**src/rtl/move_link_pkg.sv**
```systemverilog
// Shared types and constants for the move_link frame codec.
package move_link_pkg;

  localparam logic [7:0] SYNC_DEFAULT = 8'hA5;

  // Payload carries the move word plus the colour bit, rounded up to whole bytes.
  function automatic int calc_nb(input int moveW);
    return (moveW + 8) / 8;
  endfunction

  typedef enum logic [1:0] {
    TX_IDLE,
    TX_LOAD,
    TX_WAIT
  } tx_state_e;

  typedef enum logic [1:0] {
    RX_HUNT,
    RX_PAYLOAD,
    RX_CHECK
  } rx_state_e;

endpackage

```
**src/rtl/move_link_if.sv**
```systemverilog
// Bundle of the game-controller and UART byte signals around move_link.
interface move_link_if #(
  parameter int MOVE_W = 22
);

  logic [MOVE_W-1:0] move_in;
  logic              color_in;
  logic              start_transmit;
  logic              tx_busy;
  logic [7:0]        tx_byte;
  logic              send;
  logic              tx_done;
  logic [7:0]        rx_byte;
  logic              rx_finish;
  logic [MOVE_W-1:0] move_out;
  logic              color;
  logic              end_receive;
  logic              rx_error;

  modport slave (
    input  move_in, color_in, start_transmit, tx_done, rx_byte, rx_finish,
    output tx_busy, tx_byte, send, move_out, color, end_receive, rx_error
  );

  modport master (
    output move_in, color_in, start_transmit, tx_done, rx_byte, rx_finish,
    input  tx_busy, tx_byte, send, move_out, color, end_receive, rx_error
  );

endinterface

```
**src/rtl/move_frame_rx.sv**
```systemverilog
// Receive side: hunts for SYNC, collects payload, verifies the XOR checksum
// and enforces an inter-byte timeout while inside a frame.
module move_frame_rx
  import move_link_pkg::*;
#(
  parameter int         MOVE_W      = 22,
  parameter logic [7:0] SYNC        = SYNC_DEFAULT,
  parameter int         TIMEOUT_CYC = 1000000
) (
  input  logic              clock,
  input  logic              reset,
  input  logic [7:0]        rxByte_i,
  input  logic              rxFinish_i,
  output logic [MOVE_W-1:0] moveOut_o,
  output logic              color_o,
  output logic              endReceive_o,
  output logic              rxError_o
);

  localparam int NB = calc_nb(MOVE_W);
  localparam int PW = NB * 8;
  localparam int CW = $clog2(NB + 1);
  localparam int TW = $clog2(TIMEOUT_CYC + 1);

  rx_state_e         state_q, state_d;
  logic [CW-1:0]     cnt_q, cnt_d;
  logic [7:0]        chk_q, chk_d;
  logic [PW-1:0]     shift_q, shift_d;
  logic [TW-1:0]     timer_q, timer_d;
  logic [MOVE_W-1:0] move_q, move_d;
  logic              color_q, color_d;
  logic              endRx_q, endRx_d;
  logic              rxErr_q, rxErr_d;
  logic              timedOut;

  // A byte arriving in the same cycle as expiry wins, so expiry needs silence.
  assign timedOut = !rxFinish_i && (timer_q == TW'(TIMEOUT_CYC - 1));

  always_comb begin
    state_d = state_q;
    cnt_d   = cnt_q;
    chk_d   = chk_q;
    shift_d = shift_q;
    timer_d = timer_q;
    move_d  = move_q;
    color_d = color_q;
    endRx_d = 1'b0;
    rxErr_d = 1'b0;
    case (state_q)
      RX_HUNT: begin
        timer_d = '0;
        if (rxFinish_i && rxByte_i == SYNC) begin
          cnt_d   = '0;
          chk_d   = '0;
          state_d = RX_PAYLOAD;
        end
      end
      RX_PAYLOAD: begin
        if (rxFinish_i) begin
          timer_d = '0;
          shift_d = PW'({shift_q, rxByte_i});
          chk_d   = chk_q ^ rxByte_i;
          cnt_d   = cnt_q + 1'b1;
          if (cnt_q == CW'(NB - 1)) begin
            state_d = RX_CHECK;
          end
        end else if (timedOut) begin
          timer_d = '0;
          rxErr_d = 1'b1;
          state_d = RX_HUNT;
        end else begin
          timer_d = timer_q + 1'b1;
        end
      end
      RX_CHECK: begin
        if (rxFinish_i) begin
          timer_d = '0;
          state_d = RX_HUNT;
          if (rxByte_i == chk_q) begin
            move_d  = shift_q[MOVE_W-1:0];
            color_d = shift_q[MOVE_W];
            endRx_d = 1'b1;
          end else begin
            rxErr_d = 1'b1;
          end
        end else if (timedOut) begin
          timer_d = '0;
          rxErr_d = 1'b1;
          state_d = RX_HUNT;
        end else begin
          timer_d = timer_q + 1'b1;
        end
      end
      default: state_d = RX_HUNT;
    endcase
  end

  always_ff @(posedge clock or negedge reset) begin
    if (!reset) begin
      state_q <= RX_HUNT;
      cnt_q   <= '0;
      chk_q   <= '0;
      shift_q <= '0;
      timer_q <= '0;
      move_q  <= '0;
      color_q <= 1'b0;
      endRx_q <= 1'b0;
      rxErr_q <= 1'b0;
    end else begin
      state_q <= state_d;
      cnt_q   <= cnt_d;
      chk_q   <= chk_d;
      shift_q <= shift_d;
      timer_q <= timer_d;
      move_q  <= move_d;
      color_q <= color_d;
      endRx_q <= endRx_d;
      rxErr_q <= rxErr_d;
    end
  end

  assign moveOut_o    = move_q;
  assign color_o      = color_q;
  assign endReceive_o = endRx_q;
  assign rxError_o    = rxErr_q;

endmodule

```
**src/rtl/move_link.sv**
```systemverilog
// Frame codec top: transmit FSM serialising {colour, move} as SYNC, payload,
// checksum; the independent receive path lives in move_frame_rx.
module move_link
  import move_link_pkg::*;
#(
  parameter int         MOVE_W      = 22,
  parameter logic [7:0] SYNC        = SYNC_DEFAULT,
  parameter int         TIMEOUT_CYC = 1000000
) (
  input  logic       clock,
  input  logic       reset,
  move_link_if.slave bus
);

  localparam int NB   = calc_nb(MOVE_W);
  localparam int PW   = NB * 8;
  localparam int IDXW = $clog2(NB + 2);

  tx_state_e       txState_q, txState_d;
  logic [IDXW-1:0] idx_q, idx_d;
  logic [PW-1:0]   payload_q, payload_d;
  logic [7:0]      txByte_q, txByte_d;
  logic            send_q, send_d;
  logic [7:0]      chkByte;
  logic [7:0]      payByte;
  logic [7:0]      frameByte;

  // Frame index 0 is SYNC, 1..NB the payload MSB first, NB+1 the checksum.
  always_comb begin
    chkByte = '0;
    payByte = '0;
    for (int i = 0; i < NB; i++) begin
      chkByte = chkByte ^ payload_q[PW-1-8*i -: 8];
      if (idx_q == IDXW'(i + 1)) begin
        payByte = payload_q[PW-1-8*i -: 8];
      end
    end
    if (idx_q == '0) begin
      frameByte = SYNC;
    end else if (idx_q == IDXW'(NB + 1)) begin
      frameByte = chkByte;
    end else begin
      frameByte = payByte;
    end
  end

  always_comb begin
    txState_d = txState_q;
    idx_d     = idx_q;
    payload_d = payload_q;
    txByte_d  = txByte_q;
    send_d    = 1'b0;
    case (txState_q)
      TX_IDLE: begin
        if (bus.start_transmit) begin
          payload_d = PW'({bus.color_in, bus.move_in});
          idx_d     = '0;
          txState_d = TX_LOAD;
        end
      end
      TX_LOAD: begin
        send_d    = 1'b1;
        txByte_d  = frameByte;
        txState_d = TX_WAIT;
      end
      TX_WAIT: begin
        if (bus.tx_done) begin
          if (idx_q == IDXW'(NB + 1)) begin
            txState_d = TX_IDLE;
          end else begin
            idx_d     = idx_q + 1'b1;
            txState_d = TX_LOAD;
          end
        end
      end
      default: txState_d = TX_IDLE;
    endcase
  end

  always_ff @(posedge clock or negedge reset) begin
    if (!reset) begin
      txState_q <= TX_IDLE;
      idx_q     <= '0;
      payload_q <= '0;
      txByte_q  <= '0;
      send_q    <= 1'b0;
    end else begin
      txState_q <= txState_d;
      idx_q     <= idx_d;
      payload_q <= payload_d;
      txByte_q  <= txByte_d;
      send_q    <= send_d;
    end
  end

  assign bus.tx_busy = (txState_q != TX_IDLE);
  assign bus.tx_byte = txByte_q;
  assign bus.send    = send_q;

  move_frame_rx #(
    .MOVE_W     (MOVE_W),
    .SYNC       (SYNC),
    .TIMEOUT_CYC(TIMEOUT_CYC)
  ) uRx (
    .clock       (clock),
    .reset       (reset),
    .rxByte_i    (bus.rx_byte),
    .rxFinish_i  (bus.rx_finish),
    .moveOut_o   (bus.move_out),
    .color_o     (bus.color),
    .endReceive_o(bus.end_receive),
    .rxError_o   (bus.rx_error)
  );

endmodule
```
**src/flat_wrapper.sv**
```systemverilog
// flat-port wrapper written by rule: the top's interface ports become plain ports
module move_link_flat import move_link_pkg::*;
#(
  parameter int         MOVE_W      = 22,
  parameter logic [7:0] SYNC        = SYNC_DEFAULT,
  parameter int         TIMEOUT_CYC = 1000000
)
  (clock, reset, bus_move_in, bus_color_in, bus_start_transmit, bus_tx_done, bus_rx_byte, bus_rx_finish, bus_tx_busy, bus_tx_byte, bus_send, bus_move_out, bus_color, bus_end_receive, bus_rx_error);
  move_link_if #(.MOVE_W(MOVE_W)) bus_i ();
  input  logic clock;
  input  logic reset;
  input wire logic [$bits(bus_i.move_in)-1:0] bus_move_in;
  input wire logic [$bits(bus_i.color_in)-1:0] bus_color_in;
  input wire logic [$bits(bus_i.start_transmit)-1:0] bus_start_transmit;
  input wire logic [$bits(bus_i.tx_done)-1:0] bus_tx_done;
  input wire logic [$bits(bus_i.rx_byte)-1:0] bus_rx_byte;
  input wire logic [$bits(bus_i.rx_finish)-1:0] bus_rx_finish;
  output wire logic [$bits(bus_i.tx_busy)-1:0] bus_tx_busy;
  output wire logic [$bits(bus_i.tx_byte)-1:0] bus_tx_byte;
  output wire logic [$bits(bus_i.send)-1:0] bus_send;
  output wire logic [$bits(bus_i.move_out)-1:0] bus_move_out;
  output wire logic [$bits(bus_i.color)-1:0] bus_color;
  output wire logic [$bits(bus_i.end_receive)-1:0] bus_end_receive;
  output wire logic [$bits(bus_i.rx_error)-1:0] bus_rx_error;
  assign bus_i.move_in = bus_move_in;
  assign bus_i.color_in = bus_color_in;
  assign bus_i.start_transmit = bus_start_transmit;
  assign bus_i.tx_done = bus_tx_done;
  assign bus_i.rx_byte = bus_rx_byte;
  assign bus_i.rx_finish = bus_rx_finish;
  assign bus_tx_busy = bus_i.tx_busy;
  assign bus_tx_byte = bus_i.tx_byte;
  assign bus_send = bus_i.send;
  assign bus_move_out = bus_i.move_out;
  assign bus_color = bus_i.color;
  assign bus_end_receive = bus_i.end_receive;
  assign bus_rx_error = bus_i.rx_error;
  move_link #(.MOVE_W(MOVE_W), .SYNC(SYNC), .TIMEOUT_CYC(TIMEOUT_CYC)) u_core (.clock(clock), .reset(reset), .bus(bus_i));
endmodule
```
**config.mk**
```make
export PLATFORM = sky130hd
export DESIGN_NAME = move_link_flat
export DESIGN_NICKNAME = d
export VERILOG_FILES = /design/src/rtl/move_link_pkg.sv /design/src/rtl/move_link_if.sv /design/src/rtl/move_frame_rx.sv /design/src/rtl/move_link.sv /design/src/flat_wrapper.sv
export SDC_FILE = /design/constraint.sdc
export NUM_CORES = 1
export LEC_CHECK = 0
export CORE_MARGIN = 5
export CORE_UTILIZATION = 45
export DETAILED_ROUTE_END_ITERATION = 12
export HOLD_SLACK_MARGIN = 0.06
export PLACE_DENSITY = 0.67
export SYNTH_ARGS = -nofsm -noshare
export SYNTH_HDL_FRONTEND = slang
export SYNTH_HIERARCHICAL = 1
export SYNTH_SLANG_ARGS = --single-unit
```
**constraint.sdc**
```tcl
create_clock -name clock -period 2.55 [get_ports clock]
set_input_delay 0.765 -clock clock [delete_from_list [all_inputs] [get_ports clock]]
set_output_delay 0.765 -clock clock [all_outputs]
set_load 0.03 [all_outputs]
```
Word-level counts from Yosys, hierarchy flattened
Index checks and enable logic that the tools add are counted.
{ "totals": {"wordCells": 93, "reg_bits": 117, "output_inout_bits": 35, "in_bits": 36} }
{ "classes": {"addsub": 3, "n_bitwise": 3, "n_eq_ne": 18, "mux": 37, "reduce_logical": 18} }
{ "ops": {"columns": ["cell", "n"], "rows": [
  ["two-way mux 8 bit", 6],
  ["two-way mux 20 bit", 2],
  ["case mux 20 bit (2 select lines)", 1],
  ["adder 20 x 1 -> 20 bit, second input constant", 1],
  ["== test 20 bit, second input constant", 1],
  ["two-way mux 2 bit", 9],
  ["case mux 8 bit (2 select lines)", 1],
  ["bitwise XOR 8 bit", 2],
  ["case mux 2 bit (3 select lines)", 2],
  ["!= test 2 bit, second input constant", 5],
  ["two-way mux 1 bit", 9],
  ["two-way mux 3 bit", 3],
  ["== test 8 bit", 1],
  ["== test 8 bit, second input constant", 1],
  ["AND reduction 2 bit", 4],
  ["nonzero test 2 bit", 4],
  ["bitwise XOR 7 x 8 -> 8 bit", 1],
  ["two-way mux 7 bit", 1],
  ["== test 2 bit, second input constant", 3],
  ["== test 3 x 2 -> 1 bit, second input constant", 2],
  ["case mux 3 bit (2 select lines)", 1],
  ["AND reduction 3 bit", 2],
  ["== test 2 x 1 -> 1 bit, second input constant", 2],
  ["logical NOT 2 bit", 2],
  ["12 further kinds", 13]
]} }

Logic depth before layout (Yosys ltp)
Gate-level depths: netlist of the first run.
{ "depth": {"depth_word": 6, "depth_mapped": 8, "ltp_nobuf": 7} }

Cells and area by module
Netlist of the first run, hierarchy kept.
{ "modules_own_cells": {"columns": ["mod", "seq_area_each_um2", "instances", "area_each_um2", "cells_each"], "rows": [
  ["move_frame_rx", 2001.9, 1, 3796.1, 326],
  ["move_link", 925.9, 1, 1816.7, 154]
]} }

Worst setup path before layout of the first run
OpenSTA, ideal clock, no wires.
{ "synth_path": {"path_kind": "input -> register", "start": "in bus_rx_byte[6]", "end": "reg u_core.uRx.move_q[0], in the netlist u_core/uRx/moveOut_o[0]", "path_stages": 5, "t_arrival_ns": 2.039, "slack_ns": 0.386, "n_path_buf": 1, "setup_ns": 0.125, "t_required_ns": 2.425, "cell_sequence": "xnor2_1 -> nand4_1 -> nor4b_4 -> buf_2 -> mux2_2"} }
{ "synth_via": {"elab_chain_len": 2} }
{ "synth_lines": {"columns": ["item", "line", "source"], "rows": [
  ["start: declaration", "flat_wrapper.sv:16", "input wire logic [$bits(bus_i.rx_byte)-1:0] bus_rx_byte;"],
  ["== test 8 bit", "move_frame_rx.sv:79", "if (rxByte_i == chk_q) begin"],
  ["AND reduction 3 bit (no source line)", null, null],
  ["end signal: assignment", "move_frame_rx.sv:115", "move_q <= move_d;"],
  ["end: declaration", "move_frame_rx.sv:30", "logic [MOVE_W-1:0] move_q, move_d;"]
]} }
No other way between the ends.
A chain may end at the register's enable or synchronous reset.

Worst setup path after layout of the first run
{ "layout_path": {"start": "reg u_core.txState_q[1]", "end": "out bus_tx_busy"} }
{ "layout_via": {"elab_chain_len": 1} }
{ "layout_lines": {"columns": ["item", "line", "source"], "rows": [
  ["start: declaration", "move_link.sv:19", "tx_state_e txState_q, txState_d;"],
  ["start signal: assignment", "move_link.sv:88", "txState_q <= txState_d;"],
  ["nonzero test 2 bit", "move_link.sv:96", "assign bus.tx_busy = (txState_q != TX_IDLE);"],
  ["end: declaration", "flat_wrapper.sv:18", "output wire logic [$bits(bus_i.tx_busy)-1:0] bus_tx_busy;"]
]} }
No other way between the ends.

==> results of run 1 <==
[metrics by stage]
step / setup TNS [ns] / power [mW] / instances / hold slack, ns / setup WS (ns)
3_5_place_dp: -4.50 / 5.10 / 733 / 0.489 / -0.168
6_report: 0 / 7.39 / 765 / 0.256 / 0.0774
2_1_floorplan: 0 / 4.30 / 480 / 0.464 / 0.386
5_1_grt: 0 / 7.83 / 765 / 0.259 / 0.0240
3_3_place_gp: -3.65 / 5.01 / 733 / 0.475 / -0.129
4_1_cts: 0 / 7.47 / 765 / 0.250 / 0.0501
[cell usage in the layout (no fill, tap or decap), drive strengths merged, types with 4 or more instances in the layout]
cell type	Yosys	final
nand2b	5	5
nand2	34	34
dfrtp	117	117
o31ai	8	8
nand4	11	11
mux2	67	67
o211ai	4	4
o21ai	14	14
xnor2	22	22
nor4	4	4
ha	11	11
nor4b	7	7
nor2b	4	4
xor2	10	10
inv	16	17
and2	6	6
clkdlybuf4s50	0	69
buf	10	32
clkbuf	6	21
a221o	4	4
nand3	10	10
a31oi	4	4
a21oi	25	25
o21a	4	4
nor2	31	31
clkinvlp	0	7
[worst max-delay path by stage]
stage | from | endpoint | slack, ns | cells after the start
after global placement | bus_rx_byte[0] | u_core/uRx/state_q[1]$_DFFE_PN0P_ | -0.13 | 6
after CTS | u_core/txState_q[1]$_DFFE_PN0P_ | bus_tx_busy | 0.05 | 2
after global routing | u_core/txState_q[0]$_DFFE_PN0P_ | bus_tx_busy | 0.02 | 2
after detailed placement | bus_rx_byte[6] | u_core/uRx/state_q[1]$_DFFE_PN0P_ | -0.17 | 6
final | u_core/txState_q[1]$_DFFE_PN0P_ | bus_tx_busy | 0.08 | 2
after floorplan | bus_rx_byte[6] | u_core/uRx/moveOut_o[0]$_DFFE_PN0P_ | 0.39 | 5
[sequential cells by signal, indices dropped and copies added, names as in the netlist, 3 cells and up]
signal	flops
u_core/uRx/timer_q	20
u_core/uRx/chk_q	8
u_core/bus.tx_byte	8
u_core/payload_q	23
u_core/idx_q	3
u_core/uRx/shift_q	23
u_core/uRx/moveOut_o	22
[metal layers]
metal	up-vias	part of all wire, %
met1	1988	45
met4	0	1.1
met5	-	0
met2	101	48
li1	1942	-
met3	16	5.4
[area by class of cell]
cell class	instances	area share, %
Clock buffer	21	6.30
Timing Repair Buffer	101	13.4
Tap cell	168	2.87
Clock inverter	11	1.73
Inverter	16	0.821
Multi-Input combinational cell	331	34.8
Sequential cell	117	40.0
[worst max-delay path, delay by kind of cell (launching register included)]
kind | cells | cell delay (ns)
buf+inv | 1 | 0.61
flops | 1 | 0.41
simple gates | 1 | 0.28
[power groups by stage]
| stage | combinational [mW] | clock, mW | sequential [mW] |
|---|---|---|---|
| after global placement | 2.21 | 0 | 2.80 |
| after global routing | 2.49 | 2.47 | 2.87 |
| final | 2.28 | 2.32 | 2.80 |
| after CTS | 2.30 | 2.37 | 2.80 |
| after detailed placement | 2.27 | 0 | 2.83 |
| after floorplan | 1.46 | 0 | 2.84 |
[logic make-up (layout without fill, tap and decap cells)]
family | Yosys count | after routing
adder cells (fa/ha/maj) | 11 | 11
buffers and inverters | 32 | 149
multiplexers | 70 | 70
AND/OR/NAND/NOR | 138 | 138
flip-flops | 117 | 117
XOR/XNOR | 32 | 32
AO/OA/AOI/OAI | 80 | 80
==> impl_metrics.ini, run 1 <==
[die]
dieArea_um2 = 14800
io_pins = 71
die_h_um = 122
start_util_pct = 46.3
core-area_um2 = 12100
die_w_um = 122
row_count = 40

[clock_network]
clk_pin_slew_ns = 0.05
clockRootBuffer = clkbuf_16
ctsResizeCount = 0
clock-sinks = 117
cts_tree = done
hold_buffers = 0
clk_latency_ns = 0.41
cts_buffer_depth = 2
cts_setup_buffers = 0
cts_made_buffers = 17
h-tree-depth = 4

[logic_synthesis]
ys_types = 63
synth_edf_count = 0
synthMostInstantiatedCell = dfrtp_1
synth_top_family_by_area = multiplexers
seq_area_frac_synth_pct = 52.2
synth_flop_cell = dfrtp_1
ys_ff_latch = 117
yosys-top-cells-area = dfrtp_1, mux2_2, xnor2_1
synth-xor-area-share_pct = 4.99
synth_cells = 480
synthAdderAreaFrac_pct = 2.45
synth.top_cell.area_share_pct = 52.2
syn_area_um2 = 5610
synth_largest_area_cell = dfrtp_1
synth_common_cells = dfrtp_1, mux2_2, nand2_1
synthMuxAreaShare_pct = 14.0
synth_nets = 527
ys_warn_count = 6
async_flop_share_pct = 100
syn_area_per_cell_um2 = 11.7
synth-compound-area-share_pct = 10.1
synthSimpleGateAreaFrac_pct = 13.8

[placed_design]
port-buffer-count = 70
place_area_um2 = 6730
globalplace.congestion = 0.844
dpl.hpwl_um = 8690

[routing]
wl_um = 12100
vias = 4047
drc = 0
drtIter0Drc = 254
avgRoutedWirePerCell_um = 15.9
dr.pass1.iters = 5
via_per_inst = 5.29
drtAntennaViolNets = 0

[global_routing]
grtUsageMet2_pct = 27.9
busiest_layer = met2
overflow = 0
first_global_vias = 4147
grt_max_degree = 51
antenna_found_initial = 0
grt_use_total_pct = 17.8
grt_pass1_wl_um = 20600
use_met3_pct = 5.66
grt_util_met1_pct = 23.0

[timing]
max-slew-margin-rel_pct = 64.2
slew_violations = 0
fmax_mhz = 404
period_share_pct = 97.0
rsz0062_at_grt = false
worst_slew_pin_slew_ns = 0.533
finalHoldViolCount = 0
period_needed_ns = 2.47
finalSetupViolCount = 0
clock_skew_ns = 0.00731

[power_and_ir_drop]
power.internal_mw = 5.04
p_per_area_nw_per_um2 = 1010
p_sw_mw = 2.35
ir_drop_mv = 0.517
leakage_nw = 3.15
pwr-share-seq_pct = 37.8
p_sw_share_pct = 31.8
clock_power_share_pct = 31.4
combinationalPowerShare_pct = 30.8

[finish]
regArea_um2 = 2930
nets = 631
utilization_pct = 60.4
nFillCells = 993
multi_input_area_um2 = 2550
syn_to_final_growth_pct = 30.3
drive_above_1_share_pct = 24.3
final_area_um2 = 7310
diodes = 0

[setup_path]
cp_slowest_cell = clkdlybuf4s50_1
critical_path_required_ns = 1.79
critPathArrivalTime_ns = 1.71
crit_type = register to primary output
r2r_end = u_core/uRx/rxError_o$_DFF_PN0_
reg2reg_depth = 5
reg2reg_slack_ns = 0.50
path_max_fanout = 6
worst_setup_path_end_kind = primary output
r2r-start = u_core/uRx/timer_q[0]$_DFFE_PN0P_
slowest_delay_ns = 0.61
path_cells = or2_1 -> clkdlybuf4s50_1
cp-start-kind = register

[worst_hold_path]
hold_path_class = primary input to asynchronous set/reset pin

[run]
max_cap_violations = 0

[status]
status = completed
(Power assumes the default switching activity.)
==> run 2: changes to the inputs <==
==> constraint.sdc (replaced) <==
create_clock -name clock -period 2.65 [get_ports clock]
set_input_delay 0.795 -clock clock [delete_from_list [all_inputs] [get_ports clock]]
set_output_delay 0.795 -clock clock [all_outputs]
set_load 0.03 [all_outputs]
==> run 2 against run 1 <==
  * Sequential power fell by 4%
  * Clock power rose by 15%
  * Register-to-register slack barely moved
  * Global-route usage fell by 0.42 points
  * Worst hold slack improved by 0.12 ns
  * Total power rose by 1.7%
  * Count of clock-buffer cells in the layout rose by 3
  * Wire length rose by 0.49%
  * Cell count fell by 1.3%
  * Sequential cell count did not move
  * Critical path type unchanged
  * Largest cell class unchanged
==> impl_metrics.ini, run 2 (synthesis gave the netlist of run 1 again) <==
[power_and_ir_drop]
p_per_area_nw_per_um2 = 1020
total_power_mw = 7.52
ir_drop_mv = 0.675
leakage_nw = 3.18

[routing]
avgRoutedWirePerCell_um = 16.2
met2WireLength_um = 5820
dr.pass1.iters = 4
vias = 4030
topRoutingLayerUsed = met4
drtIter0Drc = 246
drc = 0
met1_length_um = 5620
drtAntennaViolNets = 0
dr_wl_met3_um = 611
wl_um = 12200
via_per_inst = 5.34

[clock_network]
ctsResizeCount = 0
clk_latency_ns = 0.41
clock-sinks = 117
h-tree-depth = 4
cts_setup_buffers = 0
clk_pin_slew_ns = 0.05
cts_tree = done
clockRootBuffer = clkbuf_16
cts_buffer_depth = 2
cts_made_buffers = 17
hold_buffers = 0

[timing]
clock_skew_ns = 0.00793
period_share_pct = 94.8
period_needed_ns = 2.51
max-slew-margin-rel_pct = 63.4
finalHoldViolCount = 0
finalSetupViolCount = 0
fin_hold_ws_ns = 0.378
rsz0062_at_grt = false
slew_violations = 0
worst_slew_pin_slew_ns = 0.549
fmax_mhz = 398
tns_ns = 0

[die]
row_count = 40
start_util_pct = 46.3
dieArea_um2 = 14800
core-area_um2 = 12100
io_pins = 71
die_w_um = 122
die_h_um = 122

[finish]
drive_above_1_share_pct = 23.0
final_cell_mix = dfrtp_1, clkdlybuf4s50_1, mux2_2, nand2_1, nor2_1
final_common_cell = dfrtp_1
syn_to_final_growth_pct = 31.2
diodes = 0
nets = 622

[global_routing]
antenna_found_initial = 0
grt_use_total_pct = 17.4
grt_pass1_wl_um = 20200
grt_max_degree = 48
first_global_vias = 3954
overflow = 0

[setup_path]
critPathArrivalTime_ns = 1.72
path_max_fanout = 6
reg2reg_slack_ns = 0.51
r2r-start = u_core/uRx/timer_q[1]$_DFFE_PN0P_
cp_slowest_cell = clkdlybuf4s50_1
r2r_end = u_core/uRx/timer_q[18]$_DFFE_PN0P_
reg2reg_depth = 5
crit_type = register to primary output
crit_start = u_core/txState_q[1]$_DFFE_PN0P_
crit_buf_inv = 1
slowest_delay_ns = 0.61
path_cells = or2_1 -> clkdlybuf4s50_1
cp-start-kind = register
endpoint = bus_tx_busy
worst_setup_path_end_kind = primary output
cp_num_cells = 2
critical_path.top_delay_family = buffers and inverters
critical_path_required_ns = 1.86

[worst_hold_path]
hold_path_class = primary input to asynchronous set/reset pin

[placed_design]
port-buffer-count = 70
dpl.hpwl_um = 8510
globalplace.congestion = 0.857

[status]
status = completed

[run]
max_cap_violations = 0
-- run 2: changes by cell type in the layout (fill, tap and decap cells not counted), sizes merged --
| cell | before | now |
|---|---|---|
| clkbuf | 21 | 24 |
| bufinv | 2 | 6 |
| buf | 32 | 23 |
| clkinv | 1 | 0 |
| clkinvlp | 7 | 0 |
-- run 2: layout make-up --
type	instances	area (µm²)
well taps	168	210
flip-flops and latches	117	2930
multi-input cells	331	2550
inverters	16	60.1
clock buffers	24	502
clock inverters	7	189
repair buffers	92	926
fillers	1001	4750
-- run 2: metrics by stage --
stage | std cells | instance area (µm²) | util [%] | setup WS [ns]
floorplan | 480 | 5610 | - | 0.456
global placement | 724 | 6670 | 55.1 | -0.0575
detailed placement | 724 | 6670 | 55.1 | -0.0859
CTS | 755 | 7360 | 60.8 | 0.115
global route | 755 | 7360 | 60.8 | 0.0721
finish | 755 | 7360 | 60.8 | 0.138
-- run 2: power by group --
group	internal [mW]	total, mW	switching, mW	leakage [nW]
Combinational	1.11	2.15	1.04	1.31
Sequential	2.28	2.69	0.415	1.54
Clock	1.89	2.67	0.784	0.337
Total	5.28	7.52	2.24	3.18
-- run 2: per-layer routing --
| metal | track usage, % | vias up |
|---|---|---|
| met5 | 0 | - |
| met2 | 26.0 | 84 |
| li1 | - | 1919 |
| met4 | 6.58 | 0 |
| met3 | 5.25 | 14 |
| met1 | 23.7 | 2013 |
-- run 2: worst min path at each step --
stage / from / to / slack [ns]
4_1_cts: reset / u_core/uRx/moveOut_o[11]$_DFFE_PN0P_ / 0.38
3_3_place_gp: u_core/bus.tx_byte[4]$_DFFE_PN0P_ / u_core/bus.tx_byte[4]$_DFFE_PN0P_ / 0.47
5_1_grt: reset / u_core/uRx/moveOut_o[11]$_DFFE_PN0P_ / 0.41
2_1_floorplan: u_core/uRx/shift_q[2]$_DFFE_PN0P_ / u_core/uRx/shift_q[2]$_DFFE_PN0P_ / 0.46
3_5_place_dp: u_core/bus.tx_byte[6]$_DFFE_PN0P_ / u_core/bus.tx_byte[6]$_DFFE_PN0P_ / 0.47
6_report: reset / u_core/uRx/moveOut_o[19]$_DFFE_PN0P_ / 0.38
-- run 2: worst reg2reg max path, cell delays in order, from the launching register on --
cell	delay [ns]
dfrtp_1	0.42
ha_1	0.30
nand4_1	0.27
o31ai_1	0.51
and2_1	0.42
nor2_1	0.10
==> variant 1, RTL diff (settings of run 2) <==
`TIMEOUT_CYC` is set to 1000000 in 3 places; all go to 250000.
--- a/src/rtl/move_frame_rx.sv
+++ b/src/rtl/move_frame_rx.sv
@@ -5,7 +5,7 @@
 #(
   parameter int         MOVE_W      = 22,
   parameter logic [7:0] SYNC        = SYNC_DEFAULT,
-  parameter int         TIMEOUT_CYC = 1000000
+  parameter int         TIMEOUT_CYC = 250000
 ) (
   input  logic              clock,
   input  logic              reset,
--- a/src/rtl/move_link.sv
+++ b/src/rtl/move_link.sv
@@ -5,7 +5,7 @@
 #(
   parameter int         MOVE_W      = 22,
   parameter logic [7:0] SYNC        = SYNC_DEFAULT,
-  parameter int         TIMEOUT_CYC = 1000000
+  parameter int         TIMEOUT_CYC = 250000
 ) (
   input  logic       clock,
   input  logic       reset,
--- a/src/flat_wrapper.sv
+++ b/src/flat_wrapper.sv
@@ -3,7 +3,7 @@
 #(
   parameter int         MOVE_W      = 22,
   parameter logic [7:0] SYNC        = SYNC_DEFAULT,
-  parameter int         TIMEOUT_CYC = 1000000
+  parameter int         TIMEOUT_CYC = 250000
 )
   (clock, reset, bus_move_in, bus_color_in, bus_start_transmit, bus_tx_done, bus_rx_byte, bus_rx_finish, bus_tx_busy, bus_tx_byte, bus_send, bus_move_out, bus_color, bus_end_receive, bus_rx_error);
   move_link_if #(.MOVE_W(MOVE_W)) bus_i ();
Behaviour: no difference found for any inputs over 10 cycles, from zero or initial values and one cycle with reset low; that may be too few to reach the edited logic, so the function may still have changed.
==> variant 1 against run 2 <==
  * Routed wire length fell by 1.6%
  * First-iteration DRC count grew 25%
  * Synthesized area fell by 2.9%
  * Synthesized cell count fell by 2.7%
  * Sequential cell count is 2 lower
  * Power is 6.1% lower
  * Combinational power fell by 9.3%
  * Highest routed layer unchanged
  * Die area decreased by 2.7%
  * Design area shrank 3.3%
  * Final cell count fell by 4.4%
  * Count of clock-buffer cells in the layout shrank 1
  * Largest cell class unchanged
  * Non-clock buffer count rose by 1
  * Setup slack better by 0.0030 ns
==> variant 1: results (changes against run 2) <==
----------------------------------------------------
[Drt]
  Via total after detailed routing ... 3,940 (-2.2%)
  Total routed wire length on the met1 layer ... 5.59 mm (-0.55%)
  Sum of routed wire length over all layers ... 12.0 mm (-1.6%)
  WL met3 ... 440 µm (-28%)
  Count of routing violations after the opening detailed-route iteration ... 308 (+25%)
  Detailed route wirelength on metal2 ... 5.83 mm (+0.26%)

[Synth]
  Cell types occupying the most area after synthesis ... dfrtp_1 53%, mux2_2 14%, xnor2_1 3.2%
  Synthesized area per cell ... 11.7 µm² (-0.19%)
  Part of the Yosys area used for sequential elements ... 0.528 (+0.00638)
  Net count after synthesis ... 514 (-2.5%)
  Synth unique cells ... 57 (-9.5%)
  Post-synth top flop ... dfrtp_1
  Top cells by instance count after synthesis ... 115 x dfrtp_1, 67 x mux2_2, 32 x nand2_1, 27 x a21oi_1, 21 x nor2_1

[STA]
  Hold slack ... 0.401 ns (+0.0232 ns)
  Transition time at the pin with the least slew margin ... 0.612 ns (+0.0630 ns)
  Final min period ... 2.51 ns (-0.00298 ns)
  Layout Skew ... 0.00797 ns (+0.0000364 ns)

[Worst setup path]
  Crit path to ... bus_tx_busy
  FF-to-FF Start ... u_core/uRx/state_q[0]$_DFFE_PN0P_
  Reg2reg setup slack ... 0.71 ns (+0.20 ns)
  Capture instance of the worst register-to-register path ... u_core/uRx/timer_q[15]$_DFFE_PN0P_
  Biggest fanout along the worst timing path ... 6 (unchanged)
  Length in cells of the worst reg-to-reg path ... 6 (+1)

[Pwr]
  Power consumed by sequential cells ... 2640 µW (-2%)
  Total leakage power ... 0.00313 µW (-1.5%)
  Total combinational power ... 1950 µW (-9.3%)
  Peak supply drop ... 0.545 mV (-19%)
  Net switching share of the total power ... 0.298 (about the same)

[Placed design]
  Final GP Congestion ... 0.877 (+2.4%)
  HPWL after DPL ... 8.58 mm (+0.85%)
  Cell count after placement ... 691 (-4.6%)
  Worst setup slack after placement ... -0.0238 ns (+0.0620 ns)
  Instance area after placement ... 6460 µm² (-3.1%)

[Clocking]
  Post-CTS Setup Inserts ... 0 (unchanged)
  CTS Buf Count ... 17 (unchanged)

[Global route]
  Initial antenna violation count ... 0 (unchanged)
  Largest net degree at the start of global routing ... 47 (-2.1%)
  Met3 Track Usage GR ... 0.0504 (-0.00204)
  Met1 usage in global routing ... 0.243 (+0.00588)
  Via count of the first global-routing pass ... 3,997 (+1.1%)
  Overall fraction of global-route tracks in use ... 0.178 (+0.00431)
  First-pass GRT wire length ... 20.5 mm (+1.1%)
  GR met2 Demand/Resource ... 0.274 (+0.0132)

[Status]
  Run status ... completed

[Final layout]
  Net count of the finished layout ... 610 (-1.9%)
  Share of final-layout standard cells stronger than drive strength 1 ... 0.233 (+0.00306)
  Fillers ... 971 (-3.0%)
  Final std cells w/o fill ... 722 (-4.4%)

[Floorplanning]
  Horizontal extent of the die ... 120 µm (-1.3%)

----------------------------------------------------
variant 1: changes by cell type after synthesis, moves of 4 or more:
cell | run 2 | this run
nor2_1 | 30 | 21
xor2_1 | 10 | 2
o21ai_0 | 12 | 19
nand3_1 | 10 | 14
nor4_1 | 4 | 0
o311ai_1 | 0 | 4
variant 1: area by class of cell:
| type | instances | area [µm²] | area share |
|---|---|---|---|
| flip-flops and latches | 115 | 2880 | 0.404 |
| multi-input cells | 318 | 2410 | 0.339 |
| repair buffers | 93 | 921 | 0.129 |
| clock buffers | 23 | 508 | 0.0714 |
| well taps | 147 | 184 | 0.0258 |
| clock inverters | 8 | 146 | 0.0206 |
| inverters | 18 | 67.6 | 0.00949 |
variant 1: kinds of logic (layout without fill, tap and decap cells):
group,after synthesis,count (layout),synth area share
muxes,72,72,0.148
AOI/OAI and AO/OA,90,90,0.111
adders and majority gates,11,11,0.0253
xor gates and xnor gates,22,22,0.0354
buffers and inverters,34,142,0.0289
and+or+nand+nor,123,123,0.124
DFF,115,115,0.528
==> variant 2, RTL diff (flow settings as in run 2) <==
Without the edit above. `payload_q` no longer has a reset.
--- a/src/rtl/move_link.sv
+++ b/src/rtl/move_link.sv
@@ -81,16 +81,18 @@
     if (!reset) begin
       txState_q <= TX_IDLE;
       idx_q     <= '0;
-      payload_q <= '0;
       txByte_q  <= '0;
       send_q    <= 1'b0;
     end else begin
       txState_q <= txState_d;
       idx_q     <= idx_d;
-      payload_q <= payload_d;
       txByte_q  <= txByte_d;
       send_q    <= send_d;
     end
+  end
+
+  always_ff @(posedge clock) begin
+    payload_q <= payload_d;
   end
 
   assign bus.tx_busy = (txState_q != TX_IDLE);
Check against the original RTL: same outputs for any inputs over 10 cycles, from zero or initial values and one cycle with reset low; that may be too few to reach the edited logic, so the function may still have changed.
==> variant 2 against run 2 <==
  * Synthesized area fell by 2.8%
  * Critical path depth did not move
  * Power fell by 13%
  * Routed wire length fell by 5.6%
  * Setup slack got worse by 0.045 ns
  * Final cell count fell by 5.2%
  * Sequential cell count did not move
  * Synthesized cell count fell by 5.4%
  * Die area fell by 2.6%
  * Register-to-register slack improved by 0.10 ns
  * Design area fell by 3.3%
==> variant 2: results (changes against run 2) <==
----------------------------------------------------
[Status]
  Run status ... completed

[Synth]
  Synthesis warning total ... 6 (unchanged)
  Adder-Cell Fraction of Synth Area ... 0.0252 (+0.000709)
  Part of the Yosys area used for sequential elements ... 0.558 (+0.0362)
  Post-synth top flop ... dfrtp_1
  Synthesized area per cell ... 12.0 µm² (+2.8%)
  Share of cell area taken by muxes after synthesis ... 0.0984 (-0.0414)
  Number of enable flip-flop cells after synthesis ... 23 (+23)
  Net count after synthesis ... 501 (-4.9%)
  Cell types occupying the most area after synthesis ... dfrtp_1 43%, edfxtp_1 13%, mux2_2 9.1%
  Xor and xnor fraction of the mapped netlist area ... 0.0514 (+0.00144)
  Async set-reset flop share out of synthesis ... 0.803 (-0.197)
  Top cells by instance count after synthesis ... 94 x dfrtp_1, 44 x mux2_2, 32 x nand2_1, 31 x nor2_1, 24 x a21oi_1
  Compound-gate portion of the synthesized area ... 0.103 (+0.00201)

[Final layout]
  Share of final-layout standard cells stronger than drive strength 1 ... 0.213 (-0.0173)
  Fillers ... 988 (-1.3%)
  Antenna Diode Count ... 0 (unchanged)
  Net count of the finished layout ... 603 (-3.1%)
  Final std cells w/o fill ... 716 (-5.2%)

[Placed design]
  HPWL after DPL ... 8.17 mm (-4.0%)
  Cell count after placement ... 684 (-5.5%)
  Final GP Congestion ... 0.868 (+1.3%)

[STA]
  Hold slack ... 0.286 ns (-0.0917 ns)
  Layout Skew ... 0.00843 ns (+0.000492 ns)
  Normalized max-slew margin ... 0.670 (+0.0358)

[Clocking]
  Insertion delay of the later-clocked pin in the worst-skew pair ... about 0.42 ns
  Clock transition time at the flip-flop clock pins of the worst setup and hold paths ... 0.05 ns (about the same)
  Htree depth ... 4 (unchanged)
  Cell at the root of the clock tree ... clkbuf_16
  CTS Buf Count ... 17 (unchanged)
  Post-CTS Setup Inserts ... 0 (unchanged)
  Maximum buffer depth of the clock tree ... 2 (unchanged)

[Drt]
  WL/cell ... 16.1 µm (-0.46%)
  Count of routing violations after the opening detailed-route iteration ... 242 (-1.6%)
  First drt pass iteration count ... 7 (+3)
  Via total after detailed routing ... 3,861 (-4.2%)

[Worst setup path]
  Biggest fanout along the worst timing path ... 6 (unchanged)
  Length in cells of the worst reg-to-reg path ... 6 (+1)
  Capture instance of the worst register-to-register path ... u_core/uRx/timer_q[14]$_DFFE_PN0P_
  FF-to-FF Start ... u_core/uRx/timer_q[8]$_DFFE_PN0P_
  Reg2reg setup slack ... 0.61 ns (+0.10 ns)
  Data arrival, critical path ... 1.76 ns (+0.04 ns)

[Global route]
  Largest net degree at the start of global routing ... 46 (-4.2%)
  First-pass GRT wire length ... 19.5 mm (-3.8%)
  Initial antenna violation count ... 0 (unchanged)
  Overall fraction of global-route tracks in use ... 0.172 (-0.00129)

[Worst hold path]
  Class of the tightest hold or removal check ... in -> async

[Pwr]
  Total leakage power ... 0.00301 µW (-5.5%)
  Peak supply drop ... 0.431 mV (-36%)

----------------------------------------------------
[variant 2: area by class of cell]
| type | instances | area share |
|---|---|---|
| well taps | 147 | 0.0258 |
| inverters | 16 | 0.00844 |
| clock inverters | 10 | 0.0167 |
| repair buffers | 97 | 0.134 |
| multi-input cells | 307 | 0.321 |
| flip-flops and latches | 117 | 0.427 |
| clock buffers | 22 | 0.0668 |
[variant 2: kinds of logic (layout without fill, tap and decap cells)]
kind of cell             Yosys count  after routing
buffers and inverters             30            145
multiplexers                      48             48
adder cells (fa/ha/maj)           11             11
XOR/XNOR                          32             32
AO/OA/AOI/OAI                     79             79
flip-flops                       117            117
AND/OR/NAND/NOR                  137            137
[variant 2: worst max path at each step]
stage	start	endpoint	slack [ns]	cells past startpoint
6_report	u_core/txState_q[1]$_DFFE_PN0P_	bus_tx_busy	0.09	2
5_1_grt	u_core/txState_q[1]$_DFFE_PN0P_	bus_tx_busy	0.04	2
4_1_cts	u_core/txState_q[1]$_DFFE_PN0P_	bus_tx_busy	0.07	2
3_5_place_dp	bus_rx_byte[6]	u_core/uRx/chk_q[2]$_DFFE_PN0P_	-0.08	6
3_3_place_gp	bus_rx_finish	u_core/uRx/state_q[1]$_DFFE_PN0P_	-0.02	6
2_1_floorplan	bus_start_transmit	u_core/payload_q[0]$_DFFE_PP_	0.43	2
[variant 2: worst max-delay path, cell delays in order, from the launching register on]
cell             delay (ns)
dfrtp_1                0.41
or2_2                  0.34
clkdlybuf4s50_1        0.61
[variant 2: where the power goes]
part | internal (µW) | leakage, µW | total (µW) | switching (µW)
clock network | 1470 | 0.000283 | 2270 | 809
registers | 2240 | 0.00148 | 2510 | 272
logic | 866 | 0.00124 | 1780 | 911
[variant 2: metrics by stage]
stage / worst slack [ns] / total power [µW] / instance area [µm²] / setup TNS, ns
global placement: -0.0231 / 4270 / 6530 / -0.357
CTS: 0.0702 / 6620 / 7120 / 0
global route: 0.0369 / 6920 / 7120 / 0
finish: 0.0932 / 6570 / 7120 / 0
floorplan: 0.434 / 3640 / 5460 / 0
detailed placement: -0.0845 / 4320 / 6530 / -1.32
[variant 2: per-layer routing]
metal,share of wire,track usage,vias up,routed length [µm]
li1,-,-,1857,-
met1,0.45,0.218,1888,5190
met2,0.48,0.277,101,5520
met3,0.053,0.0528,15,607
met4,0.018,0.0666,0,205
met5,0,0,-,0
